[config.mk]
export PLATFORM = sky130hd
export DESIGN_NAME = cpu_axi_bridge_burst
export DESIGN_NICKNAME = d
export VERILOG_FILES = /design/src/rtl/cpu_axi_bridge_burst.sv
export SDC_FILE = /design/constraint.sdc
export NUM_CORES = 1
export LEC_CHECK = 0
export BUFFER_PORTS_ARGS = -buffer_cell sky130_fd_sc_hd__buf_2
export CORE_MARGIN = 2
export CORE_UTILIZATION = 57
export CTS_CLUSTER_DIAMETER = 100
export CTS_CLUSTER_SIZE = 25
export DETAILED_ROUTE_END_ITERATION = 8
export PLACE_DENSITY = 0.83
export SLEW_MARGIN = 20
export SYNTH_ARGS = -nofsm -noshare
export SYNTH_HDL_FRONTEND = slang
export SYNTH_SLANG_ARGS = --single-unit
[constraint.sdc]
create_clock -name clk -period 5.95 [get_ports clk]
set_input_delay 0.595 -clock clk [delete_from_list [all_inputs] [get_ports clk]]
set_output_delay 0.595 -clock clk [all_outputs]
set_load 0.01 [all_outputs]
[src/rtl/cpu_axi_bridge_burst.sv]
`timescale 1ns/1ps
// CPU sram-like instruction/data ports bridged onto a single AXI3 master.
// Fetches become INCR line refills; stores drain through an in-order write buffer.
module cpu_axi_bridge_burst #(
    parameter int INST_BURST_LEN = 8,
    parameter int WB_DEPTH       = 4
) (
    input  logic        clk,
    input  logic        rst_n,
    input  logic        inst_req,
    input  logic [31:0] inst_addr,
    output logic        inst_addr_ok,
    output logic [31:0] inst_rdata,
    output logic        inst_data_ok,
    output logic        inst_last,
    input  logic        data_req,
    input  logic        data_wr,
    input  logic [31:0] data_addr,
    input  logic [2:0]  data_size,
    input  logic [3:0]  data_wstrb,
    input  logic [31:0] data_wdata,
    output logic        data_addr_ok,
    output logic [31:0] data_rdata,
    output logic        data_data_ok,
    output logic        wb_full,
    output logic        wb_empty,
    output logic        bresp_err,
    output logic [3:0]  arid,
    output logic [31:0] araddr,
    output logic [7:0]  arlen,
    output logic [2:0]  arsize,
    output logic [1:0]  arburst,
    output logic        arvalid,
    input  logic        arready,
    input  logic [3:0]  rid,
    input  logic [31:0] rdata,
    input  logic [1:0]  rresp,
    input  logic        rlast,
    input  logic        rvalid,
    output logic        rready,
    output logic [3:0]  awid,
    output logic [31:0] awaddr,
    output logic [7:0]  awlen,
    output logic [2:0]  awsize,
    output logic [1:0]  awburst,
    output logic        awvalid,
    input  logic        awready,
    output logic [3:0]  wid,
    output logic [31:0] wdata,
    output logic [3:0]  wstrb,
    output logic        wlast,
    output logic        wvalid,
    input  logic        wready,
    input  logic [3:0]  bid,
    input  logic [1:0]  bresp,
    input  logic        bvalid,
    output logic        bready
);
    localparam int              LB        = $clog2(INST_BURST_LEN) + 2;
    localparam int              PW        = $clog2(WB_DEPTH);
    localparam int              CW        = PW + 1;
    localparam logic [CW-1:0]   FULL_CNT  = CW'(WB_DEPTH);
    localparam logic [31:0]     LINE_MASK = ~((32'd1 << LB) - 32'd1);
    localparam logic [7:0]      INST_LEN  = 8'(INST_BURST_LEN - 1);

    typedef enum logic [1:0] {I_IDLE, I_AR, I_R} ist_e;
    typedef enum logic [1:0] {D_IDLE, D_HAZ, D_AR, D_R} dst_e;

    function automatic logic [31:0] axi_map(input logic [31:0] a);
        return {3'b000, a[28:0]};
    endfunction

    ist_e        ist_q, ist_d;
    dst_e        dst_q, dst_d;
    logic [31:0] i_addr_q, i_addr_d;
    logic [31:0] d_addr_q, d_addr_d;
    logic [2:0]  d_size_q, d_size_d;
    logic        ar_own_q, ar_lock_q;
    logic        ar_data_sel, ar_hs, i_beat, d_beat, load_ok;
    logic        haz_new, haz_cur;

    logic [31:0]         wb_addr_q [WB_DEPTH];
    logic [2:0]          wb_size_q [WB_DEPTH];
    logic [3:0]          wb_strb_q [WB_DEPTH];
    logic [31:0]         wb_data_q [WB_DEPTH];
    logic [WB_DEPTH-1:0] wb_vld_q, wb_vld_d;
    logic [PW-1:0]       push_ptr_q, aw_ptr_q, w_ptr_q, b_ptr_q;
    logic [CW-1:0]       count_q, count_d, na_q, na_d, nw_q, nw_d, ncur;
    logic                push, aw_hs, w_hs, b_hs, bresp_err_q;
    logic                unused_ok;

    assign unused_ok = ^{rresp, bresp[0]};

    // Stores still awaiting B compared against the incoming and the held load address.
    always_comb begin
        haz_new = 1'b0;
        haz_cur = 1'b0;
        for (int i = 0; i < WB_DEPTH; i++) begin
            if (wb_vld_q[i] && (wb_addr_q[i][31:2] == data_addr[31:2])) haz_new = 1'b1;
            if (wb_vld_q[i] && (wb_addr_q[i][31:2] == d_addr_q[31:2]))  haz_cur = 1'b1;
        end
    end

    // Owner is frozen while an AR handshake is outstanding.
    assign ar_data_sel = ar_lock_q ? ar_own_q : (dst_q == D_AR);
    assign arvalid     = ar_data_sel ? (dst_q == D_AR) : (ist_q == I_AR);
    assign ar_hs       = arvalid & arready;
    assign arid        = ar_data_sel ? 4'd1 : 4'd0;
    assign araddr      = ar_data_sel ? axi_map(d_addr_q) : axi_map(i_addr_q);
    assign arlen       = ar_data_sel ? 8'd0 : INST_LEN;
    assign arsize      = ar_data_sel ? d_size_q : 3'd2;
    assign arburst     = 2'b01;

    assign rready       = (ist_q == I_R) | (dst_q == D_R);
    assign i_beat       = rvalid & rready & (rid == 4'd0) & (ist_q == I_R);
    assign d_beat       = rvalid & rready & (rid == 4'd1) & (dst_q == D_R);
    assign inst_data_ok = i_beat;
    assign inst_last    = i_beat & rlast;
    assign inst_rdata   = rdata;
    assign data_data_ok = d_beat;
    assign data_rdata   = rdata;

    always_comb begin
        ist_d        = ist_q;
        i_addr_d     = i_addr_q;
        inst_addr_ok = 1'b0;
        case (ist_q)
            I_IDLE: if (inst_req) begin
                inst_addr_ok = 1'b1;
                i_addr_d     = inst_addr & LINE_MASK;
                ist_d        = I_AR;
            end
            I_AR:    if (ar_hs && !ar_data_sel) ist_d = I_R;
            I_R:     if (i_beat && rlast) ist_d = I_IDLE;
            default: ist_d = I_IDLE;
        endcase
    end

    always_comb begin
        dst_d    = dst_q;
        d_addr_d = d_addr_q;
        d_size_d = d_size_q;
        load_ok  = 1'b0;
        case (dst_q)
            D_IDLE: if (data_req && !data_wr) begin
                load_ok  = 1'b1;
                d_addr_d = data_addr;
                d_size_d = data_size;
                dst_d    = haz_new ? D_HAZ : D_AR;
            end
            D_HAZ:   if (!haz_cur) dst_d = D_AR;
            D_AR:    if (ar_hs && ar_data_sel) dst_d = D_R;
            D_R:     if (d_beat) dst_d = D_IDLE;
            default: dst_d = D_IDLE;
        endcase
    end

    assign wb_full      = (count_q == FULL_CNT);
    assign wb_empty     = (count_q == '0);
    assign push         = data_req & data_wr & ~wb_full;
    assign data_addr_ok = push | load_ok;

    assign awvalid = (na_q != '0);
    assign wvalid  = (nw_q != '0);
    assign aw_hs   = awvalid & awready;
    assign w_hs    = wvalid & wready;
    // Entries past both AW and W (and not yet answered) are those beyond the larger backlog.
    assign ncur    = (na_q > nw_q) ? na_q : nw_q;
    assign bready  = (count_q > ncur);
    assign b_hs    = bvalid & bready & (bid == 4'd2);

    assign awid    = 4'd2;
    assign awaddr  = axi_map(wb_addr_q[aw_ptr_q]);
    assign awlen   = 8'd0;
    assign awsize  = wb_size_q[aw_ptr_q];
    assign awburst = 2'b01;
    assign wid     = 4'd2;
    assign wdata   = wb_data_q[w_ptr_q];
    assign wstrb   = wb_strb_q[w_ptr_q];
    assign wlast   = 1'b1;
    assign bresp_err = bresp_err_q;

    always_comb begin
        count_d  = count_q + CW'(push) - CW'(b_hs);
        na_d     = na_q + CW'(push) - CW'(aw_hs);
        nw_d     = nw_q + CW'(push) - CW'(w_hs);
        wb_vld_d = wb_vld_q;
        if (b_hs) wb_vld_d[b_ptr_q] = 1'b0;
        if (push) wb_vld_d[push_ptr_q] = 1'b1;
    end

    always_ff @(posedge clk) begin
        if (push) begin
            wb_addr_q[push_ptr_q] <= data_addr;
            wb_size_q[push_ptr_q] <= data_size;
            wb_strb_q[push_ptr_q] <= data_wstrb;
            wb_data_q[push_ptr_q] <= data_wdata;
        end
    end

    always_ff @(posedge clk) begin
        if (!rst_n) begin
            ist_q       <= I_IDLE;
            dst_q       <= D_IDLE;
            i_addr_q    <= '0;
            d_addr_q    <= '0;
            d_size_q    <= '0;
            ar_own_q    <= 1'b0;
            ar_lock_q   <= 1'b0;
            wb_vld_q    <= '0;
            push_ptr_q  <= '0;
            aw_ptr_q    <= '0;
            w_ptr_q     <= '0;
            b_ptr_q     <= '0;
            count_q     <= '0;
            na_q        <= '0;
            nw_q        <= '0;
            bresp_err_q <= 1'b0;
        end else begin
            ist_q     <= ist_d;
            dst_q     <= dst_d;
            i_addr_q  <= i_addr_d;
            d_addr_q  <= d_addr_d;
            d_size_q  <= d_size_d;
            ar_own_q  <= ar_data_sel;
            ar_lock_q <= arvalid & ~arready;
            wb_vld_q  <= wb_vld_d;
            count_q   <= count_d;
            na_q      <= na_d;
            nw_q      <= nw_d;
            if (push)  push_ptr_q <= push_ptr_q + PW'(1);
            if (aw_hs) aw_ptr_q   <= aw_ptr_q + PW'(1);
            if (w_hs)  w_ptr_q    <= w_ptr_q + PW'(1);
            if (b_hs)  b_ptr_q    <= b_ptr_q + PW'(1);
            if (b_hs && bresp[1]) bresp_err_q <= 1'b1;
        end
    end
endmodule

==> reports/qor.txt <==
H-tree Lvls: 1
Worst-margin pin slew: 0.9609 ns
Clk sinks: 375
I/O pins: 374
Area contributors post-synth: edfxtp_1 47%, dfxtp_1 10%, mux4_2 8.5%
Critical Path Fanout Max: 8
Die width: 181.5 microns
Initial core utilization: 0.5824
Core Rows: 64
Final core occ: 0.6209
CTS resizes: 0
Yosys cell types: 45
RD Place Congestion: 1.028
First-pass detailed-route iteration total: 5
Internal Power: 4.482 mW
Vias per cell: 5.882
YS warnings: 0
HP Class: in -> reg
Gr usage total: 0.2765
CTS max path bufs: 3
Flop pwr share: 0.488
P_sw: 2.080 mW
Clock power share: 0.220
Placed insts: 1816
Antenna-violating nets left: 0
Initial antenna violation count: 6
Most frequent cells in the layout: 284 x edfxtp_1, 231 x buf_2, 163 x xnor2_1
Vias in the first global route: 10647
Fin crit period: 4.040 ns
Die Ht: 181.5 microns
I/O Buffers: 231
Setup violators final: 0
Most common cell after layout, fill and taps aside: edfxtp_1
Routed vias: 10888
CP required: 6.36 ns
Core area: 30830 sq um
Layout cells sized above 1: 0.2558
Power per cell area: 342.8 nW/um^2
VDD IR max: 348.3 uV
RSZ-0062 raised after global routing: no
DRT iter0 DRCs: 983
GR Util met3: 0.08002
Hpwl dp: 33770 microns
Post-CTS setup buffer count: 0
Post-Syn Area: 17950 sq um
Register area share after synthesis: 0.5764
GRT met2 Usage: 0.4481
GR Util met1: 0.3579
Most Crowded Layer GR: met2
Syn_area_per_cell: 13.34 sq um
Worst skew pair latency: 0.54 ns
Run status: completed
Combinational share of power: 0.292
CP Capture Type: register
Clock-pin slew on the worst setup and hold paths: 0.10 ns
Final Skew: 0.02542 ns
FF-to-FF path depth: 21
DR WL/cell: 25.04 microns
Critical path class: reg -> reg
Cts hold-fix bufs: 0
Final Instance Area: 19140 sq um
Max Slew Vio Count: 0
Rel. slew slack: 0.3594
Async set-reset flop share out of synthesis: 0
# nets final: 1626
Residual DRC: 0
Post-Place Cell Area: 18580 sq um
Most area-hungry cell type in the Yosys netlist: edfxtp_1
MaxCap Viol Count: 0
CTS tree: yes
Synth Flop Type: edfxtp_1
Total CTS buffers: 19
Gr ovfl total: 0
Final period util: 0.6790
Setup TNS: 0 ns
Die ar.: 32940 sq um
Maximum clock frequency: 247.5 MHz
Yosys top cell area share: 0.4750
Critical Path AT: 4.45 ns
Flops & latches, synth: 375
Pin count of the biggest net entering global routing: 46
Root Buffer: clkbuf_16
Switch share: 0.3169
CP Launch Type: register
Leakage: 6.821 nW
Post-synthesis cell count: 1346
Final Non-Filler Cells: 1851
Synthesis-to-layout area growth: 6.620%
First-pass GRT wire length: 67320 microns
Final WL: 46340 microns
EDFF count, synth: 284
Hold-critical path depth: 1
Final Hold Viols: 0
[flip-flops by register name, indices dropped and copies added (netlist names), 4 cells and up, named ones only]
register and count:
i_addr_q 24, wb_strb_q 16, wb_vld_q 4, d_addr_q 32
wb_addr_q 128, wb_data_q 128, wb_size_q 12
[critical path: stages (launching register included)]
cell and delay [ns]:
dfxtp_1 0.45, inv_1 0.07, ha_1 0.30, a21o_1 0.11
a21oi_1 0.09, a31oi_1 0.26, mux2_2 0.38, ha_1 0.17
inv_1 0.05, a21o_1 0.11, a21oi_1 0.06, a31oi_1 0.20
nand3_1 0.32, inv_1 0.13, ha_1 0.23, inv_1 0.05
ha_1 0.13, inv_1 0.05, fa_1 0.39, xor2_1 0.17
xnor2_1 0.14, nor2_1 0.05
[cell type report]
cell class,instances,area [sq um]
timing repair buffer,242,1239
clock buffer,30,516.7
clock inverter,4,42.54
tap,396,495.5
sequential,375,10350
inverter,34,131.4
antenna,1,2.502
multi-input combinational,769,6364
fill,2351,11690
[Yosys cell counts, types with 3 or more instances]
cell and number:
xnor2_1 163, ha_1 24, nor4_1 24, a21oi_1 68, fa_1 3, buf_1 5, clkbuf_1 59, nand2_1 133
nand4_1 47, inv_1 33, buf_4 103, mux4_2 68, or4_1 4, xor2_1 86, mux2_2 25, xnor2_2 3
nand3_1 3, nor3_1 5, mux2i_1 6, nor2b_1 7, and2_1 6, dfxtp_1 91, edfxtp_1 284, o21ai_0 4
buf_6 11, nor2_1 26, a31oi_1 3, nand2b_1 5, buf_2 23
[path summary, 6_finish.rpt]
| path | endpoint | startpoint | slack (ns) |
|---|---|---|---|
| setup / recovery | count_q[2]$_SDFF_PN0_ | nw_q[1]$_SDFF_PN0_ | 1.91 |
| hold / removal | wb_data_q[1][0]$_DFFE_PP_ | data_wdata[0] | 0.27 |
| setup reg to reg | count_q[2]$_SDFF_PN0_ | nw_q[1]$_SDFF_PN0_ | 1.91 |
| hold reg to reg | d_addr_q[0]$_SDFFE_PN0P_ | d_addr_q[0]$_SDFFE_PN0P_ | 0.46 |
[metrics by stage]
stage	setup slack [ns]	total power [mW]	hold slack [ns]
after floorplan	2.171	4.571	0.4316
after global placement	2.097	5.123	0.4370
after detailed placement	1.934	5.172	0.4458
after CTS	1.913	6.590	0.2523
after global routing	1.650	6.842	0.2521
final	1.910	6.562	0.2675
[cells by family (layout without fill, tap and decap cells)]
| kind of cell | after synthesis | in the layout | share of synthesized area |
|---|---|---|---|
| xor+xnor | 252 | 252 | 0.1242 |
| fa+ha+maj | 27 | 27 | 0.02007 |
| mux | 99 | 99 | 0.1043 |
| buf+inv | 235 | 310 | 0.07686 |
| other cells | 2 | 36 | 0.0004183 |
| compound gates | 86 | 86 | 0.02565 |
| simple gates | 270 | 270 | 0.07205 |
| flops | 375 | 375 | 0.5764 |
[power by group through the flow]
| stage | Sequential [mW] | Combinational, mW | Clock (mW) |
|---|---|---|---|
| after floorplan | 3.14 | 1.44 | 0 |
| after global placement | 3.24 | 1.88 | 0 |
| after detailed placement | 3.26 | 1.92 | 0 |
| after CTS | 3.20 | 1.93 | 1.46 |
| after global routing | 3.22 | 2.07 | 1.55 |
| final | 3.20 | 1.92 | 1.44 |
[metal layers]
layer | wire (microns) | up-vias
li1 | - | 4800
met1 | 17520 | 5359
met2 | 21950 | 624
met3 | 5058 | 99
met4 | 1776 | 6
met5 | 38 | -
(Power assumes the default switching activity.)
